### src/rtl/fpu_pkg.sv
// Shared fp32 field layout, per-entry exception flags and fp32 constants
// for the FPU result path.
package fpu_pkg;

  typedef struct packed {
    logic       sign;
    logic [7:0] exp;
    logic [22:0] frac;
  } fp32_t;

  typedef struct packed {
    logic nv;
    logic of;
    logic uf;
  } fpu_flags_t;

  localparam logic [31:0] FP32_QNAN    = 32'h7FC0_0000;
  localparam logic [7:0]  FP32_EXP_MAX = 8'hFF;

endpackage

### src/rtl/fpu_result_fifo.sv
// Generic DEPTH x WIDTH synchronous FIFO; pushes while full and pops while
// empty are ignored. DEPTH must be a power of two so the pointers wrap naturally.
module fpu_result_fifo #(
  parameter int unsigned DEPTH = 2,
  parameter int unsigned WIDTH = 8
) (
  input  logic             clk,
  input  logic             rst,
  input  logic             push,
  input  logic [WIDTH-1:0] wdata,
  input  logic             pop,
  output logic [WIDTH-1:0] rdata,
  output logic             full,
  output logic             empty
);

  localparam int unsigned AW = $clog2(DEPTH);

  logic [WIDTH-1:0] mem [DEPTH];
  logic [AW-1:0]    wr_ptr_q, rd_ptr_q;
  logic [AW:0]      count_q, count_d;
  logic             do_push, do_pop;

  assign full    = (count_q == DEPTH[AW:0]);
  assign empty   = (count_q == '0);
  assign do_push = push && !full;
  assign do_pop  = pop && !empty;
  assign rdata   = mem[rd_ptr_q];

  always_comb begin
    count_d = count_q;
    unique case ({do_push, do_pop})
      2'b10:   count_d = count_q + 1'b1;
      2'b01:   count_d = count_q - 1'b1;
      default: count_d = count_q;
    endcase
  end

  always_ff @(posedge clk) begin
    if (rst) begin
      wr_ptr_q <= '0;
      rd_ptr_q <= '0;
      count_q  <= '0;
    end else begin
      count_q <= count_d;
      if (do_push) wr_ptr_q <= wr_ptr_q + 1'b1;
      if (do_pop)  rd_ptr_q <= rd_ptr_q + 1'b1;
    end
  end

  // Storage needs no reset; reads are only meaningful when not empty.
  always_ff @(posedge clk) begin
    if (do_push) mem[wr_ptr_q] <= wdata;
  end

endmodule

### src/rtl/fpu_result_stage.sv
// Registered fp32 subtract result stage: IEEE fix-up, in-order FIFO, sticky flags.
// Optional FPU_RESULT_CNT_EN adds saturating overflow/underflow event counters.
module fpu_result_stage
  import fpu_pkg::*;
#(
  parameter int unsigned DEPTH = 2,
  parameter int unsigned TAG_W = 4
) (
  input  logic             clk,
  input  logic             rst,
  input  logic             in_valid,
  output logic             in_ready,
  input  logic [31:0]      in_result,
  input  logic             in_overflow,
  input  logic             in_underflow,
  input  logic [TAG_W-1:0] in_tag,
  output logic             out_valid,
  input  logic             out_ready,
  output logic [31:0]      out_result,
  output logic [2:0]       out_flags,
  output logic [TAG_W-1:0] out_tag,
  input  logic             flags_clr,
  output logic [2:0]       sticky_flags
`ifdef FPU_RESULT_CNT_EN
  ,
  output logic [15:0]      of_count,
  output logic [15:0]      uf_count
`endif
);

  localparam int unsigned EW = 32 + 3 + TAG_W;

  fp32_t            in_fp;
  logic [31:0]      fix_result;
  fpu_flags_t       fix_flags;
  logic             push, full, empty;
  logic [EW-1:0]    head;
  logic [31:0]      head_result;
  logic [2:0]       head_flags;
  logic [TAG_W-1:0] head_tag;
  logic [2:0]       sticky_q;

  assign in_fp = in_result;

  // Overflow takes priority over underflow and NaN canonicalisation.
  always_comb begin
    fix_result = in_result;
    fix_flags  = '0;
    if (in_overflow) begin
      fix_result   = {in_fp.sign, FP32_EXP_MAX, 23'h0};
      fix_flags.of = 1'b1;
      fix_flags.uf = in_underflow;
    end else if (in_underflow) begin
      fix_result   = {in_fp.sign, 31'h0};
      fix_flags.uf = 1'b1;
    end else if (in_fp.exp == FP32_EXP_MAX && in_fp.frac != '0) begin
      fix_result   = FP32_QNAN;
      fix_flags.nv = 1'b1;
    end
  end

  assign in_ready = !full;
  assign push     = in_valid && !full;

  fpu_result_fifo #(
    .DEPTH (DEPTH),
    .WIDTH (EW)
  ) u_fifo (
    .clk   (clk),
    .rst   (rst),
    .push  (push),
    .wdata ({fix_result, fix_flags, in_tag}),
    .pop   (out_ready),
    .rdata (head),
    .full  (full),
    .empty (empty)
  );

  assign {head_result, head_flags, head_tag} = head;
  assign out_valid  = !empty;
  assign out_result = empty ? '0 : head_result;
  assign out_flags  = empty ? '0 : head_flags;
  assign out_tag    = empty ? '0 : head_tag;

  // A push coinciding with a clear leaves the new entry's flags set.
  always_ff @(posedge clk) begin
    if (rst) begin
      sticky_q <= '0;
    end else if (push) begin
      sticky_q <= (flags_clr ? 3'b000 : sticky_q) | fix_flags;
    end else if (flags_clr) begin
      sticky_q <= '0;
    end
  end

  assign sticky_flags = sticky_q;

`ifdef FPU_RESULT_CNT_EN
  logic [15:0] of_count_q, uf_count_q;
  logic        of_inc, uf_inc;

  assign of_inc = push && fix_flags.of;
  assign uf_inc = push && fix_flags.uf;

  always_ff @(posedge clk) begin
    if (rst) begin
      of_count_q <= '0;
      uf_count_q <= '0;
    end else if (flags_clr) begin
      of_count_q <= {15'h0, of_inc};
      uf_count_q <= {15'h0, uf_inc};
    end else begin
      if (of_inc && of_count_q != 16'hFFFF) of_count_q <= of_count_q + 16'd1;
      if (uf_inc && uf_count_q != 16'hFFFF) uf_count_q <= uf_count_q + 16'd1;
    end
  end

  assign of_count = of_count_q;
  assign uf_count = uf_count_q;
`endif

endmodule

### config.mk
export PLATFORM = sky130hd
export DESIGN_NAME = fpu_result_stage
export DESIGN_NICKNAME = d
export VERILOG_FILES = /design/src/rtl/fpu_pkg.sv /design/src/rtl/fpu_result_fifo.sv /design/src/rtl/fpu_result_stage.sv
export SDC_FILE = /design/constraint.sdc
export NUM_CORES = 1
export LEC_CHECK = 0
export BUFFER_PORTS_ARGS = -buffer_cell sky130_fd_sc_hd__buf_2
export CORE_MARGIN = 2
export CORE_UTILIZATION = 40
export CTS_CLUSTER_DIAMETER = 50
export CTS_CLUSTER_SIZE = 28
export DETAILED_ROUTE_END_ITERATION = 7
export PLACE_DENSITY = 0.68
export SLEW_MARGIN = 20
export SYNTH_ARGS = -nofsm -noshare
export SYNTH_HDL_FRONTEND = slang
export SYNTH_HIERARCHICAL = 1
export SYNTH_SLANG_ARGS = --single-unit
### constraint.sdc
create_clock -name clk -period 2.7 [get_ports clk]
set_input_delay 0.135 -clock clk [delete_from_list [all_inputs] [get_ports clk]]
set_output_delay 0.135 -clock clk [all_outputs]
set_load 0.005 [all_outputs]
==> results.json <==
{
  "outcome": "finished, final reports clean",
  "rows": 35,
  "clock-root-buffer": "clkbuf_8",
  "total_power_mw": 4.15,
  "cts_buffers": 9,
  "period_needed_ps": 2300,
  "finalClockSkew_ps": 9.83,
  "crit_required_ps": 2740,
  "grt_remaining_overflow": 0,
  "comb_power_share_pct": 32.1,
  "routabilityCongestion": 0.748,
  "crit_type": "flip-flop to flip-flop",
  "synth_compound_area_share_pct": 3.44,
  "seq_area_frac_synth_pct": 66.1,
  "drc": 0,
  "cp-start-kind": "flip-flop",
  "rsz0062_at_grt": "false",
  "cts.repair.resized": 0,
  "detailedRoute.firstIterationViolations": 94,
  "pwr-share-seq_pct": 45.3,
  "postRouteAntennaNets": 0,
  "synthAdderAreaFrac_pct": 0.330,
  "fp.dieArea_sq_um": 10300,
  "core_area_sq_um": 9200,
  "syn-num-nets": 324,
  "fill_cells": 830,
  "portBuffers": 86,
  "clockBufferDepth": 2,
  "grt_pass1_vias": 2334,
  "worst_hold_startpoint": "in_underflow",
  "holdPathEnd": "u_fifo/mem[0][4]",
  "synthMuxAreaShare_pct": 11.6,
  "clockPowerShare_pct": 22.7,
  "switching_share_pct": 28.9,
  "ys_seq_elements": 86,
  "clk_pin_slew_ps": 80,
  "yosysTopAreaCell": "edfxtp_1",
  "grt.total_usage_pct": 14.9,
  "ys_async_sr_fraction_pct": 0,
  "grt_pass1_wl_um": 11400,
  "powerDensity_nw_per_um2": 901,
  "num_vias": 2384,
  "cts_tree": "done",
  "cp.arrival_ps": 2340,
  "drive_gt1_share_pct": 40.2,
  "clk_latency_ps": 340,
  "synth_top_cell_area_share_pct": 61.9,
  "finalSetupTns_ps": 0,
  "post_cts_buffers": 0,
  "worst_slew_pin_slew_ps": 908,
  "syn_area_per_cell_sq_um": 13.5,
  "synth_simple_gate_area_share_pct": 14.9,
  "clock-sinks": 86,
  "ios": 87,
  "ir_worst_vdd_v": 0.000420,
  "cts_htree_levels": 3,
  "wl_per_cell_um": 15.3,
  "synth-edff-count": 78,
  "slew_headroom_pct": 39.5,
  "fin_nets": 416,
  "p_leak_nw": 1.84,
  "reg2reg_from": "u_fifo/count_q[0]",
  "die_y_um": 101,
  "r2r_end": "u_fifo/mem[0][37]",
  "reg2reg_setup_slack_ps": 400,
  "synth_top_family_by_area": "simple AND/OR/NAND/NOR gates",
  "drt-total-wl_um": 7470,
  "yosysWarnings": 6,
  "grt_max_degree": 31,
  "viasPerCell": 4.90,
  "detail_route.first_pass.iterations": 4,
  "cp_max_fo": 30,
  "synthFlopType": "edfxtp_1",
  "internal_power_mw": 2.95,
  "post-route-period-util_pct": 85.1,
  "post_synth_xor_area_fraction_pct": 0.694,
  "cp-end-kind": "flip-flop",
  "power.switching_mw": 1.20,
  "maxCapViolations": 0,
  "finalMaxSlewViolations": 0,
  "synth_cell_types": 30,
  "synth.cell_area_sq_um": 3790,
  "setup_violations": 0,
  "hold_viol": 0,
  "chipWidth_um": 101,
  "yosys-top-cells-area": "edfxtp_1 62%, mux2_2 12%, nor2b_1 6.9%",
  "max_freq_ghz": 0.435,
  "area_delta_synth_final_pct": 21.7,
  "antenna_found_initial": 0,
  "antennaDiodeCount": 0,
  "start_util_pct": 41.2,
  "syn_inst": 280,
  "r2r_cells": 7,
  "hold_path.class": "input port to flip-flop",
  "whs_path_depth": 1,
  "hpwl_um": 5230
}
[cells in the mapped netlist, types with 2 or more instances]
library cell,instances
o21a_1,3
buf_6,3
mux2_2,39
edfxtp_1,78
o21ai_0,2
nand2_1,24
buf_2,5
or3_1,2
a21oi_1,4
nor2b_1,42
nor4_1,5
nand4_1,3
nor2_1,29
xnor2_1,2
clkbuf_1,5
inv_1,6
dfxtp_1,8
a21o_1,8
[how the worst max path moves through the flow]
stage                         to               from
4_1_cts        u_fifo/mem[0][37]  u_fifo/count_q[0]
5_1_grt        u_fifo/mem[0][28]  u_fifo/count_q[0]
3_3_place_gp    u_fifo/mem[0][0]  u_fifo/count_q[0]
2_1_floorplan   u_fifo/mem[0][0]  u_fifo/count_q[0]
6_report       u_fifo/mem[0][37]  u_fifo/count_q[0]
3_5_place_dp    u_fifo/mem[0][2]  u_fifo/count_q[0]
[timing repair]
action | 4_1_cts | 5_1_grt
setup endpoints to repair | 0 | 0
hold endpoints to repair | 8 | 0
hold buffers | 4 | 0
[layout by cell type, fill, tap and decap left out, types with 3 or more instances in the layout]
cell / count
buf_2: 86
nand4_1: 3
dlygate4sd3_1: 4
a21oi_1: 4
nor2_1: 27
dfxtp_1: 7
nor4_1: 5
clkbuf_8: 9
edfxtp_1: 78
a21o_1: 8
buf_12: 3
nor2b_1: 42
o21a_1: 3
nand2_1: 24
inv_1: 5
mux2_2: 39
[flip-flops by register name, indices dropped and copies added (netlist names), named ones only]
name and cells:
u_fifo/mem 78, sticky_flags 3, u_fifo/count_q 2, u_fifo/rd_ptr_q 1, u_fifo/wr_ptr_q 1
[layer usage]
layer | track usage (%) | wire length [um] | up-vias
met5 | 0 | 0 | -
met4 | 7.07 | 120 | 0
met3 | 2.28 | 269 | 9
met2 | 26.0 | 3900 | 51
met1 | 18.1 | 3180 | 1143
li1 | - | - | 1181
[stage by stage]
step | hold slack, ps | util [%] | worst slack [ps] | cells | area [sq um]
after floorplan | 204 | - | 268 | 280 | 3790
after global placement | 326 | 47.4 | 486 | 468 | 4360
after detailed placement | 331 | 47.4 | 405 | 468 | 4360
after CTS | 56.2 | 50.1 | 392 | 487 | 4610
after global routing | 67.7 | 50.1 | 227 | 487 | 4610
final | 69.0 | 50.1 | 401 | 487 | 4610
[area by class of cell]
| type | instances | area [sq um] | area share (%) |
|---|---|---|---|
| Tap cell | 111 | 139 | 3.01 |
| Clock inverter | 5 | 83.8 | 1.82 |
| Timing Repair Buffer | 95 | 546 | 11.8 |
| Clock buffer | 10 | 128 | 2.77 |
| Inverter | 7 | 26.3 | 0.570 |
| Multi-Input combinational cell | 173 | 1180 | 25.7 |
| Sequential cell | 86 | 2500 | 54.3 |
[worst max-delay path: stages, from the launching register on]
cell      delay [ps]
dfxtp_1          470
nand2b_2         200
inv_2             50
nor2b_1          290
inv_1             90
or3_1            380
clkinv_1         260
buf_12           260
[power by group through the flow]
| stage | Sequential (mW) | Combinational [mW] | Clock (mW) |
|---|---|---|---|
| 3_5_place_dp | 1.91 | 1.35 | 0 |
| 3_3_place_gp | 1.90 | 1.34 | 0 |
| 4_1_cts | 1.88 | 1.36 | 0.966 |
| 6_report | 1.88 | 1.33 | 0.942 |
| 2_1_floorplan | 1.85 | 0.855 | 0 |
| 5_1_grt | 1.91 | 1.48 | 1.02 |
[kinds of logic (layout without fill, tap and decap cells)]
family	count (synthesis)	in the layout
AND/OR/NAND/NOR	111	111
AO/OA/AOI/OAI	19	19
flip-flops	86	86
XOR/XNOR	3	3
multiplexers	39	39
buffers and inverters	21	117
adder cells (fa/ha/maj)	1	1
Power figures use the tool's default switching activity.
